<file path="src/rtl/approx_div_pkg.sv">
// Shared types for the iterative approximate restoring divider.
package approx_div_pkg;

  typedef enum logic [1:0] {
    IDLE = 2'd0,
    BUSY = 2'd1,
    DONE = 2'd2
  } div_state_e;

  typedef enum logic {
    EXACT  = 1'b0,
    APPROX = 1'b1
  } cell_mode_e;

endpackage

</file>
<file path="src/rtl/approx_div_row.sv">
// One restoring-divider quotient row: D_W subtractor cells in a ripple borrow chain.
module approx_div_row
  import approx_div_pkg::*;
#(
  parameter int D_W = 8
) (
  input  logic [D_W:0]   window,
  input  logic [D_W-1:0] d,
  input  cell_mode_e     mode,
  output logic           qk,
  output logic [D_W-1:0] p_next
);

  logic [D_W-1:0] diff;
  logic           bout;

  // Approximate cells drop the XOR structure: diff saturates toward ones, borrow toward one.
  always_comb begin
    logic b;
    b    = 1'b0;
    diff = '0;
    for (int i = 0; i < D_W; i++) begin
      if (mode == APPROX) begin
        diff[i] = window[i] | d[i] | b;
        b       = window[i] | ~d[i] | b;
      end else begin
        diff[i] = window[i] ^ d[i] ^ b;
        b       = (~window[i] & d[i]) | (~(window[i] ^ d[i]) & b);
      end
    end
    bout = b;
  end

  assign qk     = window[D_W] | ~bout;
  assign p_next = qk ? diff : window[D_W-1:0];

endmodule

</file>
<file path="src/rtl/approx_seq_divider.sv">
// Iterative restoring divider, one quotient row per clock, with per-request
// choice of approximate cells for the low APPROX_ROWS rows.
//
// state | meaning
// IDLE  | no result held, ready for a request
// BUSY  | computing quotient row k, one row per edge
// DONE  | result held on q/r/dz/ovf until out_ready
module approx_seq_divider
  import approx_div_pkg::*;
#(
  parameter int N_W         = 16,
  parameter int D_W         = 8,
  parameter int APPROX_ROWS = 4
) (
  input  logic                 clk,
  input  logic                 rst_n,
  input  logic                 in_valid,
  output logic                 in_ready,
  input  logic [N_W-1:0]       n,
  input  logic [D_W-1:0]       d,
  input  logic                 approx_en,
  output logic                 out_valid,
  input  logic                 out_ready,
  output logic [N_W-D_W-1:0]   q,
  output logic [D_W-1:0]       r,
  output logic                 dz,
  output logic                 ovf
);

  localparam int Q_W = N_W - D_W;
  localparam int K_W = (Q_W > 1) ? $clog2(Q_W) : 1;

  div_state_e     state;
  logic [D_W-1:0] p_reg;
  logic [Q_W-1:0] s_reg;
  logic [K_W-1:0] k_reg;
  logic [D_W-1:0] d_reg;
  logic           approx_reg;

  logic [D_W:0]   window;
  cell_mode_e     row_mode;
  logic           row_qk;
  logic [D_W-1:0] row_p_next;
  logic           accept;

  assign in_ready = (state == IDLE) | ((state == DONE) & out_ready);
  assign accept   = in_valid & in_ready;

  assign window   = {p_reg, s_reg[k_reg]};
  assign row_mode = (approx_reg && (int'(k_reg) < APPROX_ROWS)) ? APPROX : EXACT;

  approx_div_row #(
    .D_W (D_W)
  ) u_row (
    .window (window),
    .d      (d_reg),
    .mode   (row_mode),
    .qk     (row_qk),
    .p_next (row_p_next)
  );

  always_ff @(posedge clk or negedge rst_n) begin
    if (!rst_n) begin
      state      <= IDLE;
      p_reg      <= '0;
      s_reg      <= '0;
      k_reg      <= '0;
      d_reg      <= '0;
      approx_reg <= 1'b0;
      out_valid  <= 1'b0;
      q          <= '0;
      r          <= '0;
      dz         <= 1'b0;
      ovf        <= 1'b0;
    end else if (accept) begin
      // Accept can happen from IDLE or on the same edge a DONE result is consumed.
      d_reg      <= d;
      approx_reg <= approx_en;
      p_reg      <= n[N_W-1:Q_W];
      s_reg      <= n[Q_W-1:0];
      k_reg      <= K_W'(Q_W - 1);
      if (d == '0) begin
        state     <= DONE;
        out_valid <= 1'b1;
        q         <= '1;
        r         <= n[D_W-1:0];
        dz        <= 1'b1;
        ovf       <= 1'b0;
      end else begin
        state     <= BUSY;
        out_valid <= 1'b0;
        q         <= '0;
        dz        <= 1'b0;
        ovf       <= (n[N_W-1:Q_W] >= d);
      end
    end else begin
      case (state)
        BUSY: begin
          p_reg    <= row_p_next;
          q[k_reg] <= row_qk;
          if (k_reg == '0) begin
            state     <= DONE;
            out_valid <= 1'b1;
            r         <= row_p_next;
          end else begin
            k_reg <= k_reg - 1'b1;
          end
        end
        DONE: begin
          if (out_ready) begin
            state     <= IDLE;
            out_valid <= 1'b0;
          end
        end
        default: begin
          state <= IDLE;
        end
      endcase
    end
  end

endmodule
</file>
<file path="config.mk">
export PLATFORM = sky130hd
export DESIGN_NAME = approx_seq_divider
export DESIGN_NICKNAME = d
export VERILOG_FILES = /design/src/rtl/approx_div_pkg.sv /design/src/rtl/approx_div_row.sv /design/src/rtl/approx_seq_divider.sv
export SDC_FILE = /design/constraint.sdc
export NUM_CORES = 1
export LEC_CHECK = 0
export ABC_AREA = 1
export CAP_MARGIN = 10
export CORE_MARGIN = 1.5
export CORE_UTILIZATION = 54
export DETAILED_ROUTE_END_ITERATION = 8
export PLACE_DENSITY = 0.8
export SLEW_MARGIN = 20
export SYNTH_ARGS = -nofsm -noshare
export SYNTH_HDL_FRONTEND = slang
export SYNTH_SLANG_ARGS = --single-unit
</file>
<file path="constraint.sdc">
create_clock -name clk -period 7.5 [get_ports clk]
set_input_delay 1.125 -clock clk [delete_from_list [all_inputs] [get_ports clk]]
set_output_delay 1.125 -clock clk [all_outputs]
set_load 0.05 [all_outputs]
</file>
# Word-level counts from Yosys, hierarchy flattened
# Index checks and enable logic that the tools add are counted.
# word_totals
output_inout_bits,20
inputBits,29
word_cells,175
register_bits,49
# classes
eq_ne,6
bitwise_logic,95
magnitude_cmp,4
muxes,46
add_sub_neg,1
n_reduce_logical,12
# op_table
op,count
2-to-1 mux 8 bit,10
OR 1 bit,39
2-to-1 mux 1 bit,24
inverter 1 bit,24
bitwise AND 1 bit,17
XOR 1 bit,15
2-to-1 mux 3 bit,3
bitwise mux 8 bit,1
>= comparator 8 bit,1
zero test 8 bit,1
2-to-1 mux 2 bit,4
"inequality test 3 bit, second input constant",2
AND reduction 3 bit,2
"less-than comparator 3 x 4 -> 1 bit, second input constant",1
case mux 2 bit (2 select lines),1
AND reduction 2 bit,2
nonzero test 2 bit,2
binary-select mux 1 bit (select 3 bit),1
demux 1 bit (select 3 bit),1
">= comparator 3 x 1 -> 1 bit, second input constant",1
zero test 3 bit,1
"less-than comparator 3 bit, second input constant",1
nonzero test 3 bit,1
"subtractor 3 x 1 -> 3 bit, second input constant",1
7 further kinds,8

# Depth between registers and ports, before layout
# depth
depth_word,32
mapped_depth,34

# Modules after synthesis
# Synthesis repeated with hierarchy kept, for this count alone.
# hier_totals
hier_cells,452
area_unflattened_um2,3468.3
# by_module_without_submodules
module,area_each_um2,n_inst,cells_per_inst,seq_area_each_um2
approx_seq_divider,2665.1,1,338,1226.2
approx_div_row,803.3,1,114,0.0

# Worst setup path after synthesis
# OpenSTA, ideal clock, no wires.
# synth_timing
kind,register -> register
start,register k_reg[0]
end,register r[0]
period_less_slack_ns,5.472
required_time_ns,7.422
path_stages_with_launch,35
slack_ns,2.028
setup_time_ns,0.078
arrival_time_ns,5.395
cell_sequence,dfrtp_1 -> clkbuf_1 -> nand2_1 -> o21ai_0 -> nand2_1 -> nand2_1 -> nand2_1 -> nand2_1 -> inv_1 -> ha_1 -> xor2_1 -> fa_1 -> nand2_1 -> o21ai_0 -> fa_1 -> nand2_1 -> nand2_1 -> fa_1 -> nand2_1 -> o21ai_0 -> fa_1 -> nand2_1 -> nand2_1 -> inv_1 -> fa_1 -> o22ai_1 -> fa_1 -> a22o_1 -> fa_1 -> a21oi_2 -> nand2_4 -> buf_8 -> nand2_2 -> nand3_2 -> a21oi_1
# synth_between
elab_chain_cells,32
word_cells_on_any_way,49
# synth_rtl
element,line_no,source
from (decl),approx_seq_divider.sv:36,logic [K_W-1:0] k_reg;
from (signal assigned),approx_seq_divider.sv:81,k_reg <= K_W'(Q_W - 1);
from (signal assigned),approx_seq_divider.sv:106,k_reg <= k_reg - 1'b1;
binary-select mux 1 bit (select 3 bit),approx_seq_divider.sv:49,"assign window = {p_reg, s_reg[k_reg]};"
2-to-1 mux 1 bit (implied by the code),approx_seq_divider.sv:49,
inverter 1 bit,approx_div_row.sv:28,b = (~window[i] & d[i]) | (~(window[i] ^ d[i]) & b);
bitwise AND 1 bit,approx_div_row.sv:28,
2-to-1 mux 1 bit,approx_div_row.sv:23,if (mode == APPROX) begin
bitwise AND 1 bit,approx_div_row.sv:28,
OR 1 bit,approx_div_row.sv:28,
2-to-1 mux 1 bit,approx_div_row.sv:23,
[... 16 more ...],n/a,
OR 1 bit,approx_div_row.sv:28,
2-to-1 mux 1 bit,approx_div_row.sv:23,
inverter 1 bit,approx_div_row.sv:34,assign qk = window[D_W] | ~bout;
OR 1 bit,approx_div_row.sv:34,
2-to-1 mux 8 bit,approx_div_row.sv:35,assign p_next = qk ? diff : window[D_W-1:0];
2-to-1 mux 8 bit,approx_seq_divider.sv:101,if (k_reg == '0) begin
2-to-1 mux 8 bit,approx_seq_divider.sv:97,case (state)
2-to-1 mux 8 bit,approx_seq_divider.sv:75,end else if (accept) begin
to (signal assigned),approx_seq_divider.sv:86,r <= n[D_W-1:0];
to (signal assigned),approx_seq_divider.sv:104,r <= row_p_next;
to (decl),approx_seq_divider.sv:25,"output logic [D_W-1:0] r,"
# Several ways; a longest one is shown, not always the timed one. The select of a mux whose other input is x is not followed.
# A chain may end at the register's enable or synchronous reset.

# Final worst setup path
# layout_timing
start,register k_reg[0]
end,register p_reg[7]
# layout_between
elab_chain_cells,31
word_cells_on_any_way,45
# layout_rtl
element,line_no,source
binary-select mux 1 bit (select 3 bit),approx_seq_divider.sv:49,
2-to-1 mux 1 bit (implied by the code),approx_seq_divider.sv:49,
inverter 1 bit,approx_div_row.sv:28,
bitwise AND 1 bit,approx_div_row.sv:28,
2-to-1 mux 1 bit,approx_div_row.sv:23,
bitwise AND 1 bit,approx_div_row.sv:28,
OR 1 bit,approx_div_row.sv:28,
2-to-1 mux 1 bit,approx_div_row.sv:23,
[... 15 more ...],n/a,
bitwise AND 1 bit,approx_div_row.sv:28,
OR 1 bit,approx_div_row.sv:28,
2-to-1 mux 1 bit,approx_div_row.sv:23,
inverter 1 bit,approx_div_row.sv:34,
OR 1 bit,approx_div_row.sv:34,
2-to-1 mux 8 bit *,approx_div_row.sv:35,
2-to-1 mux 8 bit *,approx_seq_divider.sv:97,
2-to-1 mux 8 bit *,approx_seq_divider.sv:75,
to (signal assigned),approx_seq_divider.sv:79,p_reg <= n[N_W-1:Q_W];
to (signal assigned),approx_seq_divider.sv:99,p_reg <= row_p_next;
to (decl),approx_seq_divider.sv:34,logic [D_W-1:0] p_reg;
# Every way passes the cells marked *; elsewhere a longest branch is shown, timed or not. The select of a mux whose other input is x is not followed.

==> results.py <==
metrics = {
    "run_status": {
        "status": "finished, final reports clean",
    },
    "finish": {
        "fillers": 475,
        "fin_nets": 501,
        "seq_area_um2": 1226,
        "fin_area_um2": 3842,
        "syn2layout_area_growth_pct": 20.67,
        "multi_input_area_um2": 1722,
        "fin_util_pct": 68.52,
        "diodes": 0,
        "final_layout_size_suffix_gt1_share_pct": 6.364,
    },
    "global_routing": {
        "antenna_found_initial": 0,
        "grt_pass1_wl_um": 13210,
        "grtUsageTotal_pct": 27.05,
        "grt_pass1_vias": 2736,
        "grt_max_degree": 50,
        "gr-total-overflow": 0,
    },
    "yosys": {
        "synthSimpleGateAreaFrac_pct": 25.27,
        "yosys.area.top_type": "dfrtp_1",
        "synth_top_family_by_area": "simple AND/OR/NAND/NOR gates",
        "yosysUniqueCellTypes": 32,
        "synth-seq-area-share_pct": 38.51,
        "syn-num-nets": 453,
        "synth_top_area_share_pct": 38.51,
        "synth.area.mux_share_pct": 0,
        "ys.warnings.count": 0,
        "synth_edf_count": 0,
        "avgSynthCellArea_um2": 8.144,
        "synth_area_leaders": "dfrtp_1, nand2_1, ha_1",
        "synth-xor-area-share_pct": 0.2750,
        "synth_compound_area_share_pct": 13.91,
        "syn_inst": 391,
        "synth_area_um2": 3184,
        "synth-adder-area-share_pct": 14.62,
        "synthArstFlopShare_pct": 100.0,
        "ys_seq_elements": 49,
        "synth_top_flop_cell": "dfrtp_1",
    },
    "cts": {
        "root_buffer": "clkbuf_8",
        "cts_hold_buf": 0,
        "cts_max_level": 2,
        "cts_sinks": 49,
        "ctsResizeCount": 0,
        "clk_path_buf_depth": 2,
        "clkLatencyLatePin_ps": 310,
        "cts_setup_buffers": 0,
        "clkTransAtPathRegs_ps": 90,
        "cts_tree": "done",
        "cts-buffers-inserted": 5,
    },
    "worst_setup_path": {
        "critPathKind": "reg -> reg",
        "crit_family": "adder cells",
        "cp_common_cell": "nand2_1",
        "critical_path_buf_inv_count": 2,
        "worst-r2r-setup-slack_ps": 1310,
        "reg2reg_from": "k_reg[0]$_DFFE_PN0P_",
        "r2r_cells": 31,
        "crit_path_end_kind": "flop",
        "worstSetupStartpointType": "flop",
        "cp.arrival_ps": 6410,
        "slowest_stage": "dfrtp_1",
        "crit_start": "k_reg[0]$_DFFE_PN0P_",
        "slowest_delay_ps": 520,
        "regToRegEndpoint": "p_reg[7]$_DFFE_PN0P_",
        "crit_end": "p_reg[7]$_DFFE_PN0P_",
        "critPathRequiredTime_ps": 7730,
        "crit_path_max_fanout": 16,
        "crit_cells": 31,
    },
    "placement": {
        "dp_slack_ps": 1402,
        "placedInstanceArea_um2": 3726,
        "port_buffers": 48,
        "gp_congestion": 0.9514,
        "hpwl_um": 5886,
    },
    "die": {
        "ios": 49,
        "die_area_um2": 6366,
        "fp.dieH_um": 79.79,
        "design.core.area_um2": 5608,
        "rows": 27,
        "start_util_pct": 56.78,
        "die_w_um": 79.79,
    },
    "detailed_routing": {
        "dr_total_vias": 2832,
        "drt_pass1_iterations": 4,
        "routed_wl_um": 7904,
        "avgViaCountPerCell": 5.531,
        "drc": 0,
        "wl_per_cell_um": 15.44,
        "drt_iter0_drc": 256,
        "antenna_left": 0,
    },
    "flow_run": {
        "maxCapViolations": 0,
    },
    "power": {
        "peakVddDrop_mv": 0.2722,
        "comb_power_share_pct": 62.5,
        "internal_power_uw": 893.9,
        "p_clk_share_pct": 10.9,
        "power_density_nw_per_um2": 476.1,
        "power_leakage_uw": 0.001847,
        "p_sw_share_pct": 51.13,
        "pwr-share-seq_pct": 26.6,
        "switchingPower_uw": 935.4,
    },
    "sta": {
        "clock.fmax_mhz": 161.6,
        "setup_viol": 0,
        "finalHoldViolations": 0,
        "maxSlewHeadroom_pct": 57.60,
        "post-route-period-util_pct": 82.49,
        "clock_skew_ps": 5.644,
        "worst_slack_ps": 1313,
        "slew_viol_final": 0,
        "period_minus_slack_ps": 6187,
        "finalSetupTns_ps": 0,
        "worst_pin_slew_ps": 636.1,
        "rsz0062_at_grt": "false",
    },
    "hold_path": {
        "hold_path.class": "reg -> reg",
    },
}
==> synthesized netlist by cell type (all sizes together) (3+ instances only) <==
cell type,instances
nand2,101
dfrtp,49
inv,44
nand3,37
o21ai,36
a21oi,30
ha,26
nor2,16
clkbuf,9
o21bai,8
fa,7
nor4,5
clkinv,4
nand4,4
nor3,3
==> cell usage in the layout, fill, tap and decap left out, types with 2 or more instances in the layout <==
cell / instances
o21ai_0: 36
nand3b_1: 2
nor4_1: 5
dfrtp_1: 49
ha_1: 26
buf_4: 4
inv_1: 43
clkinv_1: 4
fa_1: 7
a21oi_1: 29
o21bai_1: 8
o22ai_1: 2
clkdlybuf4s50_1: 47
nor2_1: 13
a22o_1: 2
nand4_1: 3
nand2_4: 2
nand3_1: 33
nand2_2: 3
nor3_1: 3
nand2_1: 96
nand3_2: 3
clkbuf_8: 6
nor2_4: 3
==> metrics by stage <==
| stage | std cells | power (uW) | hold slack (ps) |
|---|---|---|---|
| after detailed placement | 504 | 1620 | 469.8 |
| final | 512 | 1829 | 489.0 |
| after floorplan | 391 | 1308 | 448.7 |
| after global placement | 504 | 1583 | 464.1 |
| after CTS | 512 | 1826 | 492.5 |
| after global routing | 512 | 1984 | 516.0 |
==> kinds of logic after synthesis <==
kind of cell,Yosys count
xor+xnor,1
fa+ha+maj,33
compound gates,80
buf+inv,59
simple gates,169
flops,49
==> worst min path at each step <==
| stage | slack [ps] | cells after the start | end | start |
|---|---|---|---|---|
| 6_report | 490 | 2 | s_reg[1]$_DFFE_PN0P_ | s_reg[1]$_DFFE_PN0P_ |
| 5_1_grt | 520 | 2 | dz$_DFFE_PN0P_ | dz$_DFFE_PN0P_ |
| 4_1_cts | 490 | 2 | s_reg[1]$_DFFE_PN0P_ | s_reg[1]$_DFFE_PN0P_ |
| 3_5_place_dp | 470 | 2 | s_reg[1]$_DFFE_PN0P_ | s_reg[1]$_DFFE_PN0P_ |
| 3_3_place_gp | 460 | 2 | s_reg[3]$_DFFE_PN0P_ | s_reg[3]$_DFFE_PN0P_ |
| 2_1_floorplan | 450 | 2 | s_reg[1]$_DFFE_PN0P_ | s_reg[1]$_DFFE_PN0P_ |
==> power groups by stage <==
stage               sequential (uW)  combinational, uW  clock [uW]
floorplan                       598                710           0
global placement                484               1100           0
detailed placement              488               1130           0
CTS                             485               1140         201
global route                    502               1270         212
finish                          486               1140         199
==> area by class of cell <==
class / count / area share [%]
clock buffer: 7 / 2.247
clock inverter: 1 / 0.7815
inverter: 48 / 4.754
multi-input combinational: 283 / 44.81
sequential: 49 / 31.91
tap: 72 / 2.345
timing repair buffer: 52 / 13.16
==> metal layers <==
layer	track usage (%)	vias to the layer above	share of wire [%]
met1	36.50	1339	44
met2	45.25	102	49
met5	0	-	0
met4	7.414	0	1.5
met3	4.229	13	6.0
li1	-	1378	-
==> worst register-to-register path: cells and delay by family (launching register included) <==
family	cells	cell delay (ps)
AO/OA/AOI/OAI	7	1450
buffers and inverters	2	140
XOR/XNOR	1	190
adder cells (fa/ha/maj)	8	2660
AND/OR/NAND/NOR	13	1160
flip-flops	1	520
Power figures use the tool's default switching activity.
